==> src/rtl/dp_share_arbiter.sv <==
// rtl/dp_share_arbiter.sv - round-robin owner arbiter for the shared LED-effect datapath
// Two masters compete; a hold limit preempts an unlocked owner while the other waits.
module dp_share_arbiter #(
  parameter int IMM_W    = 32,
  parameter int AW       = 3,
  parameter int MAX_HOLD = 64,
  parameter int HW       = 7
) (
  input  logic             clk,
  input  logic             reset,
  input  logic [1:0]       req,
  input  logic [1:0]       lock,
  input  logic [AW-1:0]    m0_ra1,
  input  logic [AW-1:0]    m1_ra1,
  input  logic [AW-1:0]    m0_ra2,
  input  logic [AW-1:0]    m1_ra2,
  input  logic [AW-1:0]    m0_wa,
  input  logic [AW-1:0]    m1_wa,
  input  logic [IMM_W-1:0] m0_imm,
  input  logic [IMM_W-1:0] m1_imm,
  input  logic [1:0]       m0_wd_sel,
  input  logic [1:0]       m1_wd_sel,
  input  logic [2:0]       m0_alu_op,
  input  logic [2:0]       m1_alu_op,
  input  logic [4:0]       m0_ctl,
  input  logic [4:0]       m1_ctl,
  output logic [1:0]       gnt,
  output logic [AW-1:0]    ra1,
  output logic [AW-1:0]    ra2,
  output logic [AW-1:0]    wa,
  output logic [IMM_W-1:0] imm,
  output logic [1:0]       wd_sel,
  output logic [2:0]       alu_op,
  output logic             rf_we,
  output logic             ld_we,
  output logic             c_reset,
  output logic             c_limit_we,
  output logic             c_enable,
  output logic             preempt
);

  typedef enum logic [1:0] {IDLE = 2'd0, OWN0 = 2'd1, OWN1 = 2'd2} state_t;

  state_t        state, state_nx;
  logic          last_owner, last_nx;
  logic [HW-1:0] hold_cnt, hold_nx;
  logic          preempt_nx;
  logic          own;
  logic          own_req, oth_req, own_lock;

  assign own      = (state == OWN1);
  assign own_req  = req[own];
  assign oth_req  = req[~own];
  assign own_lock = lock[own];

  always_ff @(posedge clk) begin
    if (reset) begin
      state      <= IDLE;
      last_owner <= 1'b1;
      hold_cnt   <= '0;
      preempt    <= 1'b0;
    end else begin
      state      <= state_nx;
      last_owner <= last_nx;
      hold_cnt   <= hold_nx;
      preempt    <= preempt_nx;
    end
  end

  // hold_nx defaults to zero so any state change or stall condition clears it
  always_comb begin
    state_nx   = state;
    last_nx    = last_owner;
    hold_nx    = '0;
    preempt_nx = 1'b0;
    case (state)
      IDLE: begin
        if (req[0] && req[1]) state_nx = last_owner ? OWN0 : OWN1;
        else if (req[0])      state_nx = OWN0;
        else if (req[1])      state_nx = OWN1;
      end
      OWN0, OWN1: begin
        if (!own_req) begin
          last_nx  = own;
          state_nx = oth_req ? (own ? OWN0 : OWN1) : IDLE;
        end else if (oth_req && !own_lock) begin
          if (hold_cnt == HW'(MAX_HOLD - 1)) begin
            last_nx    = own;
            state_nx   = own ? OWN0 : OWN1;
            preempt_nx = 1'b1;
          end else begin
            hold_nx = hold_cnt + 1'b1;
          end
        end
      end
      default: state_nx = IDLE;
    endcase
  end

  assign gnt = {state == OWN1, state == OWN0};

  always_comb begin
    ra1        = '0;
    ra2        = '0;
    wa         = '0;
    imm        = '0;
    wd_sel     = '0;
    alu_op     = '0;
    {rf_we, ld_we, c_reset, c_limit_we, c_enable} = 5'b0;
    if (gnt[0]) begin
      ra1 = m0_ra1; ra2 = m0_ra2; wa = m0_wa; imm = m0_imm;
      wd_sel = m0_wd_sel; alu_op = m0_alu_op;
      {rf_we, ld_we, c_reset, c_limit_we, c_enable} = m0_ctl;
    end else if (gnt[1]) begin
      ra1 = m1_ra1; ra2 = m1_ra2; wa = m1_wa; imm = m1_imm;
      wd_sel = m1_wd_sel; alu_op = m1_alu_op;
      {rf_we, ld_we, c_reset, c_limit_we, c_enable} = m1_ctl;
    end
  end

endmodule

==> config.mk <==
export PLATFORM = sky130hd
export DESIGN_NAME = dp_share_arbiter
export DESIGN_NICKNAME = d
export VERILOG_FILES = /design/src/rtl/dp_share_arbiter.sv
export SDC_FILE = /design/constraint.sdc
export NUM_CORES = 1
export LEC_CHECK = 0
export CAP_MARGIN = 15
export CORE_UTILIZATION = 26
export DETAILED_ROUTE_END_ITERATION = 6
export PLACE_DENSITY_LB_ADDON = 0.15
export SLEW_MARGIN = 0
export SYNTH_ARGS = -nofsm -noshare
export SYNTH_HDL_FRONTEND = slang
export SYNTH_SLANG_ARGS = --single-unit
==> constraint.sdc <==
create_clock -name clk -period 3.3 [get_ports clk]
set_input_delay 0.33 -clock clk [delete_from_list [all_inputs] [get_ports clk]]
set_output_delay 0.33 -clock clk [all_outputs]
set_load 0.03 [all_outputs]
==> results of run 1 <==
## per-layer routing
layer | wire length [um] | global-route usage | vias to the layer above
met5 | 0 | 0 | -
met4 | 0 | 0.0230 | 0
met3 | 637 | 0.0609 | 0
met2 | 2870 | 0.397 | 88
met1 | 2160 | 0.241 | 722
li1 | - | - | 823
## synth_stat cells, types with 3 or more instances
cell,number,area share
a22o_1,50,0.38
clkbuf_1,12,0.039
dfxtp_1,11,0.19
nor2_1,10,0.032
ha_1,6,0.065
nand2_1,5,0.016
inv_1,4,0.013
mux2i_1,4,0.035
and3_1,3,0.016
nand2b_1,3,0.016
o21ai_0,3,0.013
## critical path, delay by kind of cell (launching register included)
kind | cells | cell delay [ns]
buffers and inverters | 3 | 1.08
flip-flops | 1 | 0.33
AND/OR/NAND/NOR | 1 | 0.35
adder cells (fa/ha/maj) | 1 | 0.25
AO/OA/AOI/OAI | 1 | 0.21
## final timing paths
kind / depth (start not counted) / slack (ns) / endpoint
worst min-delay path: 1 / 0.44 / hold_cnt[0]
worst max register to register: 6 / 1.20 / state[1]
worst max-delay path: 6 / 0.50 / ra2[2]
worst min register to register: 1 / 0.44 / hold_cnt[0]
## through the flow
| step | cell area, sq um | hold WS [ns] | utilization | setup slack (ns) | std cells |
|---|---|---|---|---|---|
| detailed placement | 2820 | 0.435 | 0.680 | 0.782 | 333 |
| CTS | 2860 | 0.445 | 0.691 | 0.518 | 337 |
| global placement | 2820 | 0.431 | 0.680 | 0.797 | 333 |
| floorplan | 1160 | 0.412 | - | 1.11 | 133 |
| global route | 2860 | 0.455 | 0.691 | 0.389 | 337 |
| finish | 2860 | 0.440 | 0.691 | 0.499 | 337 |
## registers in the layout, summed over array words and instances, names as in the netlist
name	flops
last_owner	1
preempt	1
state	2
hold_cnt	7
## cell families (layout without fill, tap and decap cells)
group           Yosys count  in the layout  share of synthesized area
compound gates           61             61                      0.488
mux                       4              4                     0.0346
flops                    11             11                      0.190
fa+ha+maj                 6              6                     0.0649
simple gates             30             30                      0.134
xor+xnor                  4              4                     0.0303
buf+inv                  17            171                     0.0584
## layout make-up
type | instances | area, sq um
fillers | 338 | 1280
inverters | 4 | 15.0
flip-flops and latches | 11 | 220
repair buffers | 163 | 1640
clock buffers | 4 | 45.0
well taps | 50 | 62.6
multi-input cells | 105 | 880
## power by group
part	switching, mW	internal (mW)
clock	0.0446	0.0843
sequential	0.0135	0.149
combinational	0.875	0.731
==> run_results.csv, run 1 <==
group,metric,value,unit
outcome,outcome,"completed",
clocking,cts_buffer_depth,2,
synth,yosysWarnings,0,
final_layout,drive_above_1_share,0.0453,
synth,seq_area_frac_synth,0.190,
timing,final-hold-violation-count,0,
synth,syn-mean-instance-area,8.70,sq um
floorplanning,die_area,4720,sq um
final_layout,final_common_cell,"clkdlybuf4s50_1",
min_path,hp-class,"reg2reg",
worst_setup_path,cp_max_fo,40,
worst_setup_path,worstSetupEndpointType,"output pin",
final_layout,fin_nets,402,
worst_setup_path,cp.required,2.97,ns
worst_setup_path,r2r-start,"state[0]",
worst_setup_path,cp_slowest_cell,"clkdlybuf4s50_1",
drt,drc,0,
synth,synth_seq_cells,11,
synth,netlist_area,1160,sq um
min_path,min_from,"hold_cnt[0]",
timing,rsz0062_at_grt,"no",
timing,period_minus_slack,2.80,ns
global_routing,overflow,0,
worst_setup_path,start_kind,"register",
placement,gp_congestion,0.796,
worst_setup_path,slowest_delay,0.71,ns
drt,viasPerCell,4.85,
timing,finClkSkew,0.00192,ns
synth,synth_nets,247,
flow_run,cap_violations,0,
global_routing,grt_pass1_vias,1497,
timing,slew_violations,0,
synth,async_flop_share,0,
worst_setup_path,crit_path_cell_trace,"inv_1 -> ha_1 -> nor2b_4 -> buf_12 -> a22o_1 -> clkdlybuf4s50_1",
global_routing,grt_pass1_wl,7320,um
floorplanning,die_h,68.7,um
clocking,cts_tree,"done",
drt,firstDrtPassIters,4,
drt,drtAntennaViolNets,0,
clocking,clock_latency,0.23,ns
timing,slew_headroom,0.664,
final_layout,antenna_cells,0,
timing,finalSetupViolations,0,
final_layout,area_delta_synth_final,147,%
clocking,root_buffer,"clkbuf_8",
drt,totalWireLength,5660,um
power,peakVddDrop,0.366,mV
worst_setup_path,arrival,2.47,ns
worst_setup_path,crit_path_start,"state[0]",
synth,netlist_instances,133,
power,powerDensity,663,nW/um^2
timing,worst_pin_slew,0.490,ns
power,total_power,1.90,mW
drt,drt-initial-drc-count,55,
clocking,holdBufCountCts,0,
final_layout,final_cell_mix,"clkdlybuf4s50_1 (161), a22o_1 (50), dfxtp_1 (11), nor2_1 (10)",
placement,port_buffers,161,
clocking,cts_setup_buffers,0,
drt,wire_per_inst,16.8,um
global_routing,grt_usage,0.211,
clocking,cts.clk_slew.worst_paths,0.05,ns
drt,num_vias,1633,
clocking,numClockSinks,11,
timing,finalSetupTns,0,ns
floorplanning,start_util,0.279,
clocking,cts_buffers,3,
power,p_leak,1.10,nW
clocking,htreeDepth,1,
floorplanning,dieWidth,68.7,um
timing,finalCritPeriodShare,0.849,
floorplanning,rows,23,
clocking,cts_resized,0,
floorplanning,io_pins,162,
placement,hpwl,4670,um
global_routing,antenna_found_initial,0,
worst_setup_path,crit_type,"reg2out",
global_routing,grt_max_degree,54,
timing,timing.fmax,357,MHz
synth,synth_ff_type,"dfxtp_1",
synth,synth_cell_types,28,
floorplanning,core,4140,sq um
synth,synth_edf_count,0,
(Power assumes the default switching activity.)
==> run 2, diff against run 1 <==
--- a/config.mk
+++ b/config.mk
@@ -6,7 +6,7 @@
 export NUM_CORES = 1
 export LEC_CHECK = 0
 export CAP_MARGIN = 15
-export CORE_UTILIZATION = 26
+export CORE_UTILIZATION = 24
 export DETAILED_ROUTE_END_ITERATION = 6
 export PLACE_DENSITY_LB_ADDON = 0.15
 export SLEW_MARGIN = 0
==> constraint.sdc (replaced) <==
create_clock -name clk -period 2.9 [get_ports clk]
set_input_delay 0.29 -clock clk [delete_from_list [all_inputs] [get_ports clk]]
set_output_delay 0.29 -clock clk [all_outputs]
set_load 0.03 [all_outputs]
==> run 2 against run 1 <==
Core utilization down 8.2 points. Worst setup slack improved by 0.020 ns. Via count decreased by 0.12%. Combinational power rose by 7%. Wire length shrank 5.7%. Cell count increased by 0.59%. Largest power group unchanged. Highest routed layer is now met4.
==> run_results.csv, run 2 (synthesis gave the netlist of run 1 again) <==
group,metric,value,unit
final_layout,fin_nets,402,
global_routing,use_met1,0.236,
placement,gp_congestion,0.868,
placement,hpwl,4420,um
drt,wire_per_inst,15.8,um
floorplanning,die_h,71.4,um
clocking,clock_latency,0.24,ns
drt,totalWireLength,5340,um
power,p_clk_frac,0.075,
clocking,htreeDepth,1,
timing,setup_ws,0.519,ns
power,p_comb_frac,0.835,
final_layout,utilization,0.608,
timing,worst_pin_slew,0.527,ns
global_routing,overflow,0,
clocking,root_buffer,"clkbuf_8",
power,powerDensity,751,nW/um^2
drt,firstDrtPassIters,4,
power,p_sw_frac,0.514,
global_routing,grt_max_degree,34,
clocking,cts_setup_buffers,0,
placement,dp_slack,0.762,ns
worst_setup_path,crit_type,"reg2out",
timing,finalSetupViolations,0,
final_layout,area_delta_synth_final,137,%
final_layout,antenna_cells,0,
global_routing,antenna_found_initial,0,
timing,slew_headroom,0.638,
global_routing,grt_pass1_wl,8160,um
clocking,holdBufCountCts,0,
final_layout,final_cell_mix,"clkdlybuf4s50_1 (111), buf_4 (51), a22o_1 (50), dfxtp_1 (11), nor2_1 (10)",
clocking,cts_resized,0,
floorplanning,start_util,0.257,
outcome,outcome,"completed",
global_routing,gr-usage-met3,0.0253,
worst_setup_path,cp.required,2.61,ns
timing,timing.fmax,420,MHz
power,switchingPower,1.06,mW
worst_setup_path,arrival,2.09,ns
power,pwr-share-seq,0.090,
global_routing,grt.busiest_layer,"met2",
timing,period_minus_slack,2.38,ns
final_layout,top_regs,"hold_cnt: 7 flops, state: 2 flops",
global_routing,use_met2,0.372,
final_layout,drive_above_1_share,0.223,
global_routing,grt_usage,0.200,
final_layout,regMostFlops,"hold_cnt",
drt,drt-initial-drc-count,63,
timing,finalSetupTns,0,ns
drt,drtAntennaViolNets,0,
timing,finalCritPeriodShare,0.821,
floorplanning,rows,24,
worst_setup_path,cp_max_fo,30,
floorplanning,io_pins,162,
worst_setup_path,start_kind,"register",
timing,whs,0.434,ns
clocking,cts_buffer_depth,2,
floorplanning,die_area,5100,sq um
floorplanning,core,4500,sq um
timing,rsz0062_at_grt,"no",
min_path,hp-class,"reg2reg",
worst_setup_path,reg2reg_slack,0.83,ns
timing,slew_violations,0,
final_layout,num-fill-cells,413,
timing,final-hold-violation-count,0,
placement,port_buffers,161,
drt,drc,0,
clocking,cts_buffers,3,
power,peakVddDrop,0.417,mV
global_routing,grt_pass1_vias,1546,
worst_setup_path,worstSetupEndpointType,"output pin",
clocking,numClockSinks,11,
final_layout,final_common_cell,"clkdlybuf4s50_1",
final_layout,largest_register_ffs,7,
floorplanning,dieWidth,71.4,um
power,p_int,1.00,mW
drt,viasPerCell,4.81,
clocking,cts_tree,"done",
timing,finClkSkew,0.00434,ns
flow_run,cap_violations,0,
power,p_leak,1.19,nW
drt,num_vias,1631,
clocking,cts.clk_slew.worst_paths,0.05,ns
==> run 2: cell types whose count changed in the layout (fill, tap and decap cells not counted), sizes merged <==
cell / previous run / this run
buf: 2 / 52
clkdlybuf4s50: 161 / 111
clkbuf: 4 / 3
clkinv: 0 / 1
==> run 2: area by class of cell <==
cell class	count	area [sq um]	share of cell area
clock buffer	3	41.3	0.0151
clock inverter	1	5.00	0.00183
inverter	4	15.0	0.00548
multi-input combinational	105	880	0.321
sequential	11	220	0.0804
tap	52	65.1	0.0237
timing repair buffer	163	1510	0.553
==> run 2: stage by stage <==
stage | power, mW | instance area, sq um | cells
global placement | 1.91 | 2690 | 335
floorplan | 1.26 | 1160 | 133
global route | 2.16 | 2740 | 339
finish | 2.06 | 2740 | 339
detailed placement | 1.91 | 2690 | 335
CTS | 2.07 | 2740 | 339
==> run 2: worst paths after layout <==
check                endpoint  depth (start not counted)         from
setup / recovery      imm[24]                          6     state[1]
hold / removal    hold_cnt[0]                          1  hold_cnt[0]
setup reg to reg     state[0]                          6     state[0]
hold reg to reg   hold_cnt[0]                          1  hold_cnt[0]
==> run 2: worst max-delay path, cell delays in order (launching register included) <==
cell     delay, ns
dfxtp_1       0.40
inv_1         0.09
ha_2          0.32
nor2b_4       0.48
buf_12        0.25
a22o_1        0.15
buf_4         0.16
==> run 2: power groups by stage <==
stage	logic [mW]	clock network [mW]	registers, mW
global placement	1.73	0	0.187
floorplan	1.07	0	0.184
global route	1.81	0.162	0.189
detailed placement	1.72	0	0.188
finish	1.72	0.155	0.185
CTS	1.73	0.158	0.185
==> run 2: layer usage <==
layer  part of all wire  vias up
met5                  0        -
met3              0.071        6
met1               0.39      733
li1                   -      823
met2               0.53       69
met4              0.011        0
